File: src/rtl/arp_cache.sv
// IP->MAC resolution cache: 2-cycle pipelined lookup, ARP-learned entries, miss-driven ARP requests.
// Optional entry aging is compiled in with `define ARP_CACHE_AGING_EN.
module arp_cache #(
    parameter int          P_DEPTH      = 8,
    parameter logic [47:0] P_MISS_MAC   = 48'hFF_FF_FF_FF_FF_FF,
    parameter logic [31:0] P_AGE_CYCLES = 32'd156_250_000
) (
    input  logic        i_clk,
    input  logic        i_rst,
    input  logic [31:0] i_seek_ip,
    input  logic        i_seek_ip_valid,
    output logic [47:0] o_seek_mac,
    output logic        o_seek_mac_valid,
    output logic        o_seek_hit,
    input  logic [31:0] i_learn_ip,
    input  logic [47:0] i_learn_mac,
    input  logic        i_learn_valid,
    output logic [31:0] o_arp_req_ip,
    output logic        o_arp_req_valid,
    input  logic        i_arp_req_ready,
    output logic [5:0]  o_entry_cnt
);
    localparam int IW = $clog2(P_DEPTH);

    typedef struct packed {
        logic        vld;
        logic [31:0] ip;
        logic [47:0] mac;
    } entry_t;

    entry_t [P_DEPTH-1:0] tbl, tbl_nxt;
    logic [IW-1:0]        rep_ptr, rep_ptr_nxt;
    logic [P_DEPTH-1:0]   seek_match, learn_match;
    logic [47:0]          seek_mac;
    logic                 learn_ok, free_found;
    logic [IW-1:0]        free_idx;
    logic [5:0]           cnt_nxt;

    logic [2:0]  vld_pipe;
    logic [31:0] s1_ip, s2_ip;
    logic        s2_hit;
    logic [47:0] s2_mac;

    for (genvar g = 0; g < P_DEPTH; g++) begin : g_cmp
        assign seek_match[g]  = tbl[g].vld && (tbl[g].ip == s1_ip);
        assign learn_match[g] = tbl[g].vld && (tbl[g].ip == i_learn_ip);
    end

    always_comb begin
        seek_mac = '0;
        for (int i = 0; i < P_DEPTH; i++)
            if (seek_match[i]) seek_mac |= tbl[i].mac;
    end

    always_comb begin
        learn_ok   = i_learn_valid && (i_learn_ip != 32'h0) && (i_learn_ip != 32'hFFFF_FFFF);
        free_found = 1'b0;
        free_idx   = '0;
        for (int i = P_DEPTH - 1; i >= 0; i--)
            if (!tbl[i].vld) begin
                free_found = 1'b1;
                free_idx   = IW'(i);
            end
    end

`ifdef ARP_CACHE_AGING_EN
    logic [31:0]              pre_cnt;
    logic                     age_tick;
    logic [P_DEPTH-1:0][3:0]  age;
    logic [P_DEPTH-1:0]       wr;

    assign age_tick = (pre_cnt == P_AGE_CYCLES - 32'd1);

    always_comb begin
        wr = '0;
        if (learn_ok) begin
            if (|learn_match)    wr = learn_match;
            else if (free_found) wr[free_idx] = 1'b1;
            else                 wr[rep_ptr] = 1'b1;
        end
    end

    // A learn write always wins over a coincident tick, so a refreshed entry restarts at 0.
    always_ff @(posedge i_clk) begin
        if (!i_rst) begin
            pre_cnt <= '0;
            age     <= '0;
        end else begin
            pre_cnt <= age_tick ? '0 : pre_cnt + 32'd1;
            for (int i = 0; i < P_DEPTH; i++) begin
                if (wr[i] || !tbl_nxt[i].vld)           age[i] <= '0;
                else if (age_tick && age[i] != 4'hF)    age[i] <= age[i] + 4'd1;
            end
        end
    end
`endif

    always_comb begin
        tbl_nxt     = tbl;
        rep_ptr_nxt = rep_ptr;
        if (learn_ok) begin
            if (|learn_match) begin
                for (int i = 0; i < P_DEPTH; i++)
                    if (learn_match[i]) tbl_nxt[i].mac = i_learn_mac;
            end else if (free_found) begin
                tbl_nxt[free_idx] = {1'b1, i_learn_ip, i_learn_mac};
            end else begin
                tbl_nxt[rep_ptr] = {1'b1, i_learn_ip, i_learn_mac};
                rep_ptr_nxt      = rep_ptr + IW'(1);
            end
        end
`ifdef ARP_CACHE_AGING_EN
        for (int i = 0; i < P_DEPTH; i++)
            if (tbl[i].vld && age[i] == 4'hF && !wr[i]) tbl_nxt[i].vld = 1'b0;
`endif
        cnt_nxt = '0;
        for (int i = 0; i < P_DEPTH; i++)
            if (tbl_nxt[i].vld) cnt_nxt = cnt_nxt + 6'd1;
    end

    assign o_seek_mac_valid = vld_pipe[2];

    // Stage 2 captures the MAC itself, so a learn landing between compare and output cannot leak in.
    always_ff @(posedge i_clk) begin
        if (!i_rst) begin
            tbl             <= '0;
            rep_ptr         <= '0;
            o_entry_cnt     <= '0;
            vld_pipe        <= '0;
            s1_ip           <= '0;
            s2_ip           <= '0;
            s2_hit          <= 1'b0;
            s2_mac          <= '0;
            o_seek_mac      <= '0;
            o_seek_hit      <= 1'b0;
            o_arp_req_valid <= 1'b0;
            o_arp_req_ip    <= '0;
        end else begin
            tbl         <= tbl_nxt;
            rep_ptr     <= rep_ptr_nxt;
            o_entry_cnt <= cnt_nxt;
            vld_pipe    <= {vld_pipe[1:0], i_seek_ip_valid};
            s1_ip       <= i_seek_ip;
            s2_ip       <= s1_ip;
            s2_hit      <= |seek_match;
            s2_mac      <= seek_mac;
            if (vld_pipe[1]) begin
                o_seek_hit <= s2_hit;
                o_seek_mac <= s2_hit ? s2_mac : P_MISS_MAC;
            end
            if (o_arp_req_valid) begin
                if (i_arp_req_ready) o_arp_req_valid <= 1'b0;
            end else if (vld_pipe[1] && !s2_hit) begin
                o_arp_req_valid <= 1'b1;
                o_arp_req_ip    <= s2_ip;
            end
        end
    end
endmodule

File: config.mk
export PLATFORM = sky130hd
export DESIGN_NAME = arp_cache
export DESIGN_NICKNAME = d
export VERILOG_FILES = /design/src/rtl/arp_cache.sv
export SDC_FILE = /design/constraint.sdc
export NUM_CORES = 2
export LEC_CHECK = 0
export ABC_AREA = 1
export ABC_CLOCK_PERIOD_IN_PS = 8700
export CAP_MARGIN = 20
export CORE_ASPECT_RATIO = 0.7
export CORE_UTILIZATION = 45
export CTS_BUF_LIST = sky130_fd_sc_hd__clkbuf_16
export CTS_CLUSTER_SIZE = 16
export DETAILED_ROUTE_END_ITERATION = 7
export GPL_TIMING_DRIVEN = 0
export PLACE_DENSITY_LB_ADDON = 0.08
export SETUP_SLACK_MARGIN = 0.2
export SLEW_MARGIN = 20
export SYNTH_ARGS = -nofsm -noshare
export SYNTH_HDL_FRONTEND = slang
export SYNTH_SLANG_ARGS = --single-unit
File: constraint.sdc
create_clock -name i_clk -period 8.7 [get_ports i_clk]
set_clock_uncertainty 0.15 [all_clocks]
set_input_delay 1.74 -clock i_clk [delete_from_list [all_inputs] [get_ports i_clk]]
set_output_delay 1.74 -clock i_clk [all_outputs]
set_load 0.05 [all_outputs]
==> impl_metrics.tcl <==
set metrics [dict create \
    clk_root_buffer_cell "sky130_fd_sc_hd__clkbuf_16" \
    clkSinkCount 855 \
    power.density_cell_area_nw_per_um2 196 \
    totalWireLength_mm 225 \
    drive_gt1_share_pct 8.24 \
    track_usage_pct 48.2 \
    crit_arrival_ns 8.60 \
    finalMaxSlewViolations 0 \
    synth_cell_type_count 51 \
    timing.critical_path.buf_inv 13 \
    cp_max_fo 10 \
    chipWidth_um 358 \
    drcViolationCount 1 \
    min_period_over_period_pct 93.0 \
    worstSetupStartpointType "input pin" \
    outcome "finished, violations left" \
    worst_slack_ns 0.606 \
    most_common_cell_after_layout_fill_and_taps_aside "sky130_fd_sc_hd__dfxtp_1" \
    failing_checks "DRC" \
    netlist_instances 5227 \
    tightest_slew_ns 1.35 \
    p_leak_nw 17.5 \
    critical_path.top_delay_family "simple AND/OR/NAND/NOR gates" \
    overflow 0 \
    cts.path.max_buffers 3 \
    critical-path-slowest-cell "sky130_fd_sc_hd__clkdlybuf4s50_1" \
    post_synth.cell_area_avg_um2 7.65 \
    vias 44600 \
    power.ir.vdd_worst_mv 0.145 \
    route.detailed.vias_per_inst 6.58 \
    finalHoldViolCount 0 \
    timing_worst_setup_path_type "input pin to flop" \
    initial_cell_density_of_the_core_pct 45.4 \
    mostFrequentLayoutCells "sky130_fd_sc_hd__dfxtp_1 (855), sky130_fd_sc_hd__o21ai_0 (812), sky130_fd_sc_hd__nand2_1 (587)" \
    tritoncts.num_buffers 89 \
    maximum_number_of_pins_on_one_net_before_global_route_repair 16 \
    clock_pin_slew_worst_setup_and_hold_paths_ns 0.07 \
    dieArea_um2 90100 \
    number_of_antenna_violations_at_the_first_check_in_global_routing 16 \
    std_cell_rows 91 \
    setup_repair_after_global_routing_missed_its_margin "no" \
    synthArstFlopShare_pct 0 \
    first_iter_violations 8241 \
    vias_in_the_first_global_route 38700 \
    synth-edff-count 0 \
    place_ws_ns -0.136 \
    finish.instance_area_um2 46600 \
    drv.max_cap_violation_count 0 \
    cts_tree "done" \
    gpl.final_weighted_congestion 1.12 \
    critical_path.endpoint_type "flop" \
    drt_first_pass_iters 8 \
    synth_seq_cells 855 \
    fmax_mhz 124 \
    area_after_detailed_placement_um2 43600 \
    clock_tree.htree_level_count 3 \
    finalWorstPathRequiredPeriod_ns 8.09 \
    insertion_delay_ns 0.72 \
    chipHeight_um 251 \
    layout.nets 5645 \
    synth.net_count 5351 \
    post_drt_wl_per_cell_um 33.2 \
    synth_sequential_area_ratio_pct 42.8 \
    max_slew_margin_pct 9.72 \
    totalPowerFinal_w 0.00915 \
    timing.hold.worst.class "flop to flop" \
    report.final.setup_viol 0 \
    max_stage_delay_ns 0.82 \
    boundaryPins 206 \
    port_buffers 181 \
    critical_path.most_common_cell "sky130_fd_sc_hd__nand2_1" \
    area_growth_pct 16.5 \
    synth_warnings 0 \
    grt_pass1_wl_mm 303 \
    ys.flop_type "sky130_fd_sc_hd__dfxtp_1" \
    coreArea_um2 88000 \
    postRouteAntennaNets 0 \
    worst-endpoint-required_ns 9.21 \
    post_synth_instance_area_um2 40000 \
    postLayoutCoreUtil_pct 52.9 \
    dp_hpwl_mm 161 \
]
-- logic make-up (layout without fill, tap and decap cells) --
kind of cell,count (synthesis),count (layout),synth area share [%]
AOI/OAI and AO/OA,1887,1887,29.0
and+or+nand+nor,1425,1425,15.1
buffers and inverters,897,1263,9.50
DFF,855,855,42.8
xor gates and xnor gates,155,155,3.39
adders and majority gates,7,7,0.219
other,1,22,0.00938
-- worst reg2reg max path, delay by kind of cell (launching register included) --
family                 cells  cell delay (ns)
buffers and inverters      5             3.80
flip-flops                 1             0.32
AND/OR/NAND/NOR            4             1.51
AO/OA/AOI/OAI              2             1.33
-- metal layers --
metal	global-route usage, %	routed length [um]	up-vias	part of all wire (%)
met4	18.3	9950	14	4.4
met3	29.4	43900	605	20
met1	68.8	94200	21200	42
met2	55.7	76400	3947	34
met5	3.14	455	-	0.20
li1	-	-	18800	-
-- Yosys cell counts (3+ instances only) --
library cell	n	area [um2]
sky130_fd_sc_hd__o2111ai_1	4	35.0
sky130_fd_sc_hd__a221oi_1	25	219
sky130_fd_sc_hd__dfxtp_1	855	17100
sky130_fd_sc_hd__buf_4	35	263
sky130_fd_sc_hd__inv_1	398	1490
sky130_fd_sc_hd__a21oi_1	336	1680
sky130_fd_sc_hd__nand3_2	3	30.0
sky130_fd_sc_hd__buf_6	24	270
sky130_fd_sc_hd__clkinv_1	11	41.3
sky130_fd_sc_hd__o21ai_1	13	65.1
sky130_fd_sc_hd__inv_2	28	105
sky130_fd_sc_hd__o22ai_1	105	657
sky130_fd_sc_hd__nor3_1	10	50.1
sky130_fd_sc_hd__or2_1	4	25.0
sky130_fd_sc_hd__nor4_1	89	557
sky130_fd_sc_hd__nor2_2	3	18.8
sky130_fd_sc_hd__ha_1	7	87.6
sky130_fd_sc_hd__buf_1	7	26.3
sky130_fd_sc_hd__nand2_2	14	87.6
sky130_fd_sc_hd__o221ai_1	3	26.3
sky130_fd_sc_hd__clkbuf_1	305	1140
sky130_fd_sc_hd__buf_2	82	410
sky130_fd_sc_hd__a22o_1	168	1470
sky130_fd_sc_hd__o221a_2	48	541
sky130_fd_sc_hd__nor2_1	572	2150
sky130_fd_sc_hd__or4_1	13	97.6
sky130_fd_sc_hd__nand3_1	52	260
sky130_fd_sc_hd__o21ai_0	812	4060
sky130_fd_sc_hd__xor2_1	47	412
sky130_fd_sc_hd__or2_0	3	18.8
sky130_fd_sc_hd__xnor2_1	108	946
sky130_fd_sc_hd__a2111oi_0	3	26.3
sky130_fd_sc_hd__or2_2	10	62.6
sky130_fd_sc_hd__nand2_1	587	2200
sky130_fd_sc_hd__a211oi_1	360	2700
sky130_fd_sc_hd__inv_4	7	43.8
sky130_fd_sc_hd__nand4_1	56	350
-- per-stage QoR --
| step | TNS, ns | hold WS, ns | cells |
|---|---|---|---|
| 3_3_place_gp | -0.127 | 0.250 | 6570 |
| 6_report | 0 | 0.268 | 6776 |
| 3_5_place_dp | -0.145 | 0.251 | 6589 |
| 4_1_cts | 0 | 0.269 | 6752 |
| 2_1_floorplan | 0 | 0.240 | 5227 |
| 5_1_grt | 0 | 0.299 | 6755 |
-- layout make-up --
class                           instances  area, um2
Sequential cell                       855      17100
Multi-Input combinational cell       3475      19200
Timing Repair Buffer                  203       2000
Fill cell                            8684      41400
Buffer                                453       2140
Clock buffer                           90       2250
Tap cell                             1162       1450
Inverter                              444       1690
Clock inverter                         73        647
Antenna cell                           21       52.6
-- worst paths after layout --
check / start / endpoint / slack, ns / depth (start not counted)
max: i_learn_ip[7] / o_entry_cnt[4]$_SDFF_PN0_ / 0.61 / 42
min: vld_pipe[0]$_SDFF_PN0_ / vld_pipe[1]$_SDFF_PN0_ / 0.27 / 2
max reg2reg: s1_ip[10]$_SDFF_PN0_ / s2_hit$_SDFF_PN0_ / 1.41 / 11
min reg2reg: vld_pipe[0]$_SDFF_PN0_ / vld_pipe[1]$_SDFF_PN0_ / 0.27 / 2
-- report_power, final --
part	switching [W]	internal [W]
clock	0.00180	0.00216
combinational	0.000801	0.000292
sequential	0.0000831	0.00401
total	0.00268	0.00647
-- repair_timing --
item,in CTS,in global routing
hold buffers,0,0
setup buffers,0,3
endpoints found under the setup margin,0,4
gates resized for setup,0,1
(Power assumes the default switching activity.)
